### src/rtl/cpu_pkg.sv
// Shared encodings for the accumulator CPU core: opcode field positions,
// ALU select and jump encodings, flag bit positions and the run/halt states.
package cpu_pkg;

  localparam int OP_W       = 9;
  localparam int OP_ALU_LSB = 0;
  localparam int OP_LD_A    = 3;
  localparam int OP_LD_B    = 4;
  localparam int OP_B_SRC   = 5;
  localparam int OP_JMP_LSB = 6;
  localparam int OP_HALT    = 8;

  localparam int FLAG_N = 2;
  localparam int FLAG_Z = 1;
  localparam int FLAG_C = 0;

  typedef enum logic [2:0] {
    ALU_ADD = 3'd0,
    ALU_SUB = 3'd1,
    ALU_AND = 3'd2,
    ALU_OR  = 3'd3,
    ALU_XOR = 3'd4,
    ALU_SHL = 3'd5,
    ALU_SHR = 3'd6,
    ALU_NOT = 3'd7
  } alu_sel_e;

  typedef enum logic [1:0] {
    JMP_NONE   = 2'd0,
    JMP_ALWAYS = 2'd1,
    JMP_Z      = 2'd2,
    JMP_NZ     = 2'd3
  } jmp_e;

  typedef enum logic {
    ST_RUN  = 1'b0,
    ST_HALT = 1'b1
  } state_e;

endpackage

### src/rtl/cpu_core_alu.sv
// Combinational ALU for cpu_core: eight operations with N/Z/C status outputs.
module alu_n
  import cpu_pkg::*;
#(
  parameter int DATA_W = 8
) (
  input  logic [DATA_W-1:0] a,
  input  logic [DATA_W-1:0] b,
  input  alu_sel_e          sel,
  output logic [DATA_W-1:0] result,
  output logic              n,
  output logic              z,
  output logic              c
);

  logic [DATA_W:0] ext;

  // ext[DATA_W] carries C; subtraction is A + ~B + 1 so C means "no borrow"
  always_comb begin
    ext = '0;
    case (sel)
      ALU_ADD: ext = {1'b0, a} + {1'b0, b};
      ALU_SUB: ext = {1'b0, a} + {1'b0, ~b} + {{DATA_W{1'b0}}, 1'b1};
      ALU_AND: ext = {1'b0, a & b};
      ALU_OR:  ext = {1'b0, a | b};
      ALU_XOR: ext = {1'b0, a ^ b};
      ALU_SHL: ext = {a, 1'b0};
      ALU_SHR: ext = {a[0], 1'b0, a[DATA_W-1:1]};
      ALU_NOT: ext = {1'b0, ~a};
      default: ext = '0;
    endcase
    result = ext[DATA_W-1:0];
    c      = ext[DATA_W];
  end

  assign n = result[DATA_W-1];
  assign z = (result == '0);

endmodule

### src/rtl/cpu_core.sv
// Single-cycle accumulator CPU core with A/B registers, flags, jumps and HALT.
// Optional CPU_RETIRE_CNT_EN adds a 32-bit retired-instruction counter port.
module cpu_core
  import cpu_pkg::*;
#(
  parameter int DATA_W = 8,
  parameter int ADDR_W = 8
) (
  input  logic                   clk,
  input  logic                   rst,
  input  logic                   en,
  output logic [ADDR_W-1:0]      im_addr,
  input  logic [OP_W+DATA_W-1:0] im_data,
  output logic [ADDR_W-1:0]      pc,
  output logic [DATA_W-1:0]      reg_a,
  output logic [DATA_W-1:0]      reg_b,
  output logic [DATA_W-1:0]      alu_out,
  output logic [2:0]             flags,
  output logic                   halted
`ifdef CPU_RETIRE_CNT_EN
  ,
  output logic [31:0]            retired
`endif
);

  state_e            state_q, state_d;
  logic [ADDR_W-1:0] pc_q, pc_d;
  logic [DATA_W-1:0] a_q, a_d, b_q, b_d;
  logic [2:0]        flags_q, flags_d;
`ifdef CPU_RETIRE_CNT_EN
  logic [31:0]       retired_q, retired_d;
`endif

  logic [DATA_W-1:0] k, b_op, alu_res;
  logic [OP_W-1:0]   op;
  alu_sel_e          alu_sel;
  jmp_e              jmp;
  logic              alu_n_f, alu_z_f, alu_c_f, taken;

  assign k       = im_data[DATA_W-1:0];
  assign op      = im_data[OP_W+DATA_W-1:DATA_W];
  assign alu_sel = alu_sel_e'(op[OP_ALU_LSB +: 3]);
  assign jmp     = jmp_e'(op[OP_JMP_LSB +: 2]);
  assign b_op    = op[OP_B_SRC] ? k : b_q;

  alu_n #(.DATA_W(DATA_W)) u_alu (
    .a      (a_q),
    .b      (b_op),
    .sel    (alu_sel),
    .result (alu_res),
    .n      (alu_n_f),
    .z      (alu_z_f),
    .c      (alu_c_f)
  );

  always_comb begin
    state_d = state_q;
    pc_d    = pc_q;
    a_d     = a_q;
    b_d     = b_q;
    flags_d = flags_q;
`ifdef CPU_RETIRE_CNT_EN
    retired_d = retired_q;
`endif
    case (jmp)
      JMP_ALWAYS: taken = 1'b1;
      JMP_Z:      taken = flags_q[FLAG_Z];
      JMP_NZ:     taken = ~flags_q[FLAG_Z];
      default:    taken = 1'b0;
    endcase
    if (en && (state_q == ST_RUN)) begin
`ifdef CPU_RETIRE_CNT_EN
      retired_d = retired_q + 32'd1;
`endif
      if (op[OP_HALT]) begin
        state_d = ST_HALT;
      end else if (jmp != JMP_NONE) begin
        pc_d = taken ? k[ADDR_W-1:0] : pc_q + {{(ADDR_W-1){1'b0}}, 1'b1};
      end else begin
        if (op[OP_LD_A]) a_d = alu_res;
        if (op[OP_LD_B]) b_d = alu_res;
        flags_d = {alu_n_f, alu_z_f, alu_c_f};
        pc_d    = pc_q + {{(ADDR_W-1){1'b0}}, 1'b1};
      end
    end
  end

  always_ff @(posedge clk or posedge rst) begin
    if (rst) begin
      state_q <= ST_RUN;
      pc_q    <= '0;
      a_q     <= '0;
      b_q     <= '0;
      flags_q <= '0;
`ifdef CPU_RETIRE_CNT_EN
      retired_q <= '0;
`endif
    end else begin
      state_q <= state_d;
      pc_q    <= pc_d;
      a_q     <= a_d;
      b_q     <= b_d;
      flags_q <= flags_d;
`ifdef CPU_RETIRE_CNT_EN
      retired_q <= retired_d;
`endif
    end
  end

  assign im_addr = pc_q;
  assign pc      = pc_q;
  assign reg_a   = a_q;
  assign reg_b   = b_q;
  assign alu_out = alu_res;
  assign flags   = flags_q;
  assign halted  = (state_q == ST_HALT);
`ifdef CPU_RETIRE_CNT_EN
  assign retired = retired_q;
`endif

endmodule
### config.mk
export PLATFORM = sky130hd
export DESIGN_NAME = cpu_core
export DESIGN_NICKNAME = d
export VERILOG_FILES = /design/src/rtl/cpu_pkg.sv /design/src/rtl/cpu_core_alu.sv /design/src/rtl/cpu_core.sv
export SDC_FILE = /design/constraint.sdc
export NUM_CORES = 1
export LEC_CHECK = 0
export BUFFER_PORTS_ARGS = -buffer_cell sky130_fd_sc_hd__buf_4
export CAP_MARGIN = 40
export CORE_MARGIN = 3
export CORE_UTILIZATION = 55
export DETAILED_ROUTE_END_ITERATION = 7
export PLACE_DENSITY_LB_ADDON = 0.3
export SETUP_SLACK_MARGIN = 0.4
export SLEW_MARGIN = 40
export SYNTH_ARGS = -nofsm -noshare
export SYNTH_HDL_FRONTEND = slang
export SYNTH_SLANG_ARGS = --single-unit
export TNS_END_PERCENT = 50
### constraint.sdc
create_clock -name clk -period 3.4 [get_ports clk]
set_clock_uncertainty 0.05 [all_clocks]
set_input_delay 0.17 -clock clk [delete_from_list [all_inputs] [get_ports clk]]
set_output_delay 0.17 -clock clk [all_outputs]
set_load 0.1 [all_outputs]
==> impl_metrics.toml <==
[power]
p_leak_uw = 0.00169
peakVddDrop_mv = 0.395
pwr_density_cell_nw_per_um2 = 429

[setup_path]
worstRegToRegCells = 11
startpoint_of_the_worst_slack_reg_to_reg_timing_path = "reg_b[0]"
crit_path_max_fanout = 4
worstSetupEndpointType = "flop"
arrival_ns = 3.29
regToRegEndpoint = "flags[1]"
setup.worst_path.class = "flop to flop"
timing.critical_path.required_ns = 3.55
start_kind = "flop"
rrSetupSlack_ns = 0.26

[hold_path]
hold-path-cell-count = 2
min_to = "halted"
min-delay-start = "im_data[16]"
hold_class = "input port to flop"

[sta]
hold_viol_final = 0
unrepaired_setup_endpoints_after_global_routing = "yes"
final_min_period_over_clock_period = 0.925
fin_crit_ns = 3.14
max-slew-margin-rel = 0.562
final_critical_path_setup_slack_ns = 0.256
max_fclk_mhz = 318
drv_slew = 0
tightestPinTransition_ns = 0.655
fin_setup_tns_ns = 0
finalSetupViolCount = 0

[synth]
library_cell_with_the_highest_instance_count_after_synthesis = "inv_1"
synth_commonest_cells = "inv_1 (30), ha_1 (29), dfrtp_1 (28), nand2_1 (24), a21oi_1 (23)"
netlist_top_cells_area = "dfrtp_1 (25%), ha_1 (13%), mux2_2 (4.4%)"
synth_sequential_area_ratio = 0.247
synthDistinctLibCells = 56
ys_seq_elements = 28
synthesis.area_um2 = 2840
synthesis.instances = 329
synth_top_flop_cell = "dfrtp_1"
synthArstFlopShare = 1.00
syn-num-nets = 380
synthesis.yosys.warnings = 0
synthDominantCellAreaShare = 0.247
synth_top_area_cell = "dfrtp_1"
avgSynthCellArea_um2 = 8.63
count_of_flip_flops_with_a_built_in_enable_after_synthesis = 0

[finish]
post_layout_instance_area_um2 = 3720
area_taken_by_flip_flops_and_latches_um2 = 734
area_growth_pct = 31.1
final_core_utilization = 0.767
post_route_cells_drive_above_1_share = 0.380
layout_fillers = 349
multiInputGateArea_um2 = 2080
nNetsFinal = 444
antenna_cells = 0

[job]
max_cap_violations = 0

[grt]
number_of_global_route_vias_before_repair = 2777
grt_max_degree = 34
grt_first_pass_wirelength_um = 14100
groute.usage.overall = 0.290
globalRoute.totalOverflow = 0
grt_antenna_before_repair = 0

[drt]
initialDrtViolationCount = 302
via_count = 2795
drt_pre_antenna_iters = 5
remaining_drc_errors = 0
postRouteWirelength_um = 8840
avgViaCountPerCell = 6.09
avgRoutedWirePerCell_um = 19.3
drtAntennaViolNets = 0

[placed_design]
io_buffers = 63
dpl_worst_slack_ns = 0.263
global_placer_s_final_weighted_congestion = 0.931
dp.final_hpwl_um = 6100
placed_area_um2 = 3400

[clocking]
clock_sinks = 28
root_driver = "clkbuf_8"
clock_latency_ns = 0.28
tritoncts.num_buffers = 3
number_of_h_tree_branching_levels = 1
cts_tree = "yes"
clock_path_buffers = 2
cts.clk_slew.worst_paths_ns = 0.10

[floorplan]
design.core.area_um2 = 4850
start_util = 0.585
num_rows = 25
die_y_um = 77.8
pin_count = 64
die_width_um = 77.8
dieArea_um2 = 6060

[run_status]
run_status = "finished clean"
-- report_power, final --
part           total, uW  internal [uW]  leakage, uW  switching [uW]
combinational        975            268      0.00133             707
sequential           410            364     0.000336            45.5
clock                210            104    0.0000288             107
-- per-stage QoR --
stage	hold slack (ns)	instances	power, uW
3_5_place_dp	0.236	437	1320
5_1_grt	0.0573	459	1660
2_1_floorplan	0.185	329	1150
4_1_cts	0.0544	455	1570
3_3_place_gp	0.340	437	1300
6_report	0.0587	459	1600
-- worst max-delay path by stage --
stage	start	endpoint	slack, ns	cells after the start
detailed placement	reg_b[0]	flags[1]	0.26	11
global route	reg_b[0]	flags[1]	0.20	11
finish	reg_b[0]	flags[1]	0.26	11
floorplan	reg_b[3]	flags[1]	0.05	9
CTS	reg_b[0]	alu_out[6]	0.37	12
global placement	reg_b[0]	flags[1]	0.35	11
-- cells by family after synthesis --
logic type	after synthesis	synth area share
adders and majority gates	31	0.142
DFF	28	0.247
muxes	26	0.107
xor gates and xnor gates	10	0.0309
and+or+nand+nor	86	0.150
buffers and inverters	53	0.0926
AOI/OAI and AO/OA	95	0.230
-- layout by cell type, fill, tap and decap left out, types with 3 or more instances in the layout --
cell type | synthesis | layout
xnor2_1 | 8 | 7
a21oi_1 | 23 | 20
nor2b_1 | 11 | 11
nand3_1 | 5 | 4
dfrtp_4 | 0 | 7
a211oi_1 | 7 | 7
and3_1 | 3 | 3
mux2i_4 | 0 | 4
mux2i_1 | 12 | 8
mux2_2 | 11 | 11
o21bai_1 | 3 | 3
nor3_1 | 6 | 6
a211o_1 | 3 | 3
ha_4 | 0 | 4
buf_4 | 10 | 78
inv_1 | 30 | 24
a31oi_1 | 5 | 5
dfrtp_2 | 0 | 6
dfrtp_1 | 28 | 15
clkbuf_8 | 0 | 4
nor3b_1 | 3 | 3
nand2b_1 | 6 | 6
ha_1 | 29 | 24
o31ai_1 | 4 | 4
nand2_1 | 24 | 24
nor2_1 | 21 | 19
inv_2 | 0 | 6
o21ai_0 | 21 | 20
-- what timing repair did --
item / CTS / global route
hold buffers: 1 / 0
setup buffers: 13 / 4
resized for setup: 22 / 6
hold endpoints to repair: 28 / 0
endpoints found under the setup margin: 5 / 9
pin swaps: 14 / 5
-- worst max-delay path, stage by stage (launching register included) --
cell     delay, ns
dfrtp_4       0.50
mux2i_4       0.21
inv_2         0.11
ha_4          0.19
fa_2          0.37
buf_4         0.15
a21o_1        0.16
a211o_1       0.29
a21oi_1       0.24
nor2_4        0.10
or4_4         0.53
o31ai_2       0.18
-- sequential cells by signal, indices dropped and copies added, names as in the netlist --
signal,flops
flags,3
halted,1
im_addr,8
reg_a,8
reg_b,8
-- layer usage --
layer / share of wire / vias to the layer above / GRT usage / routed length (um)
li1: - / 1287 / - / -
met1: 0.42 / 1349 / 0.392 / 3690
met2: 0.49 / 141 / 0.471 / 4320
met3: 0.074 / 18 / 0.0592 / 650
met4: 0.020 / 0 / 0.0783 / 176
met5: 0 / - / 0 / 0
-- layout make-up --
| class | instances | area share |
|---|---|---|
| clock buffer | 4 | 0.0148 |
| inverter | 30 | 0.0303 |
| multi-input combinational | 248 | 0.560 |
| sequential | 28 | 0.197 |
| tap | 67 | 0.0225 |
| timing repair buffer | 82 | 0.175 |
Note: power is estimated with default switching activity, not from simulation.
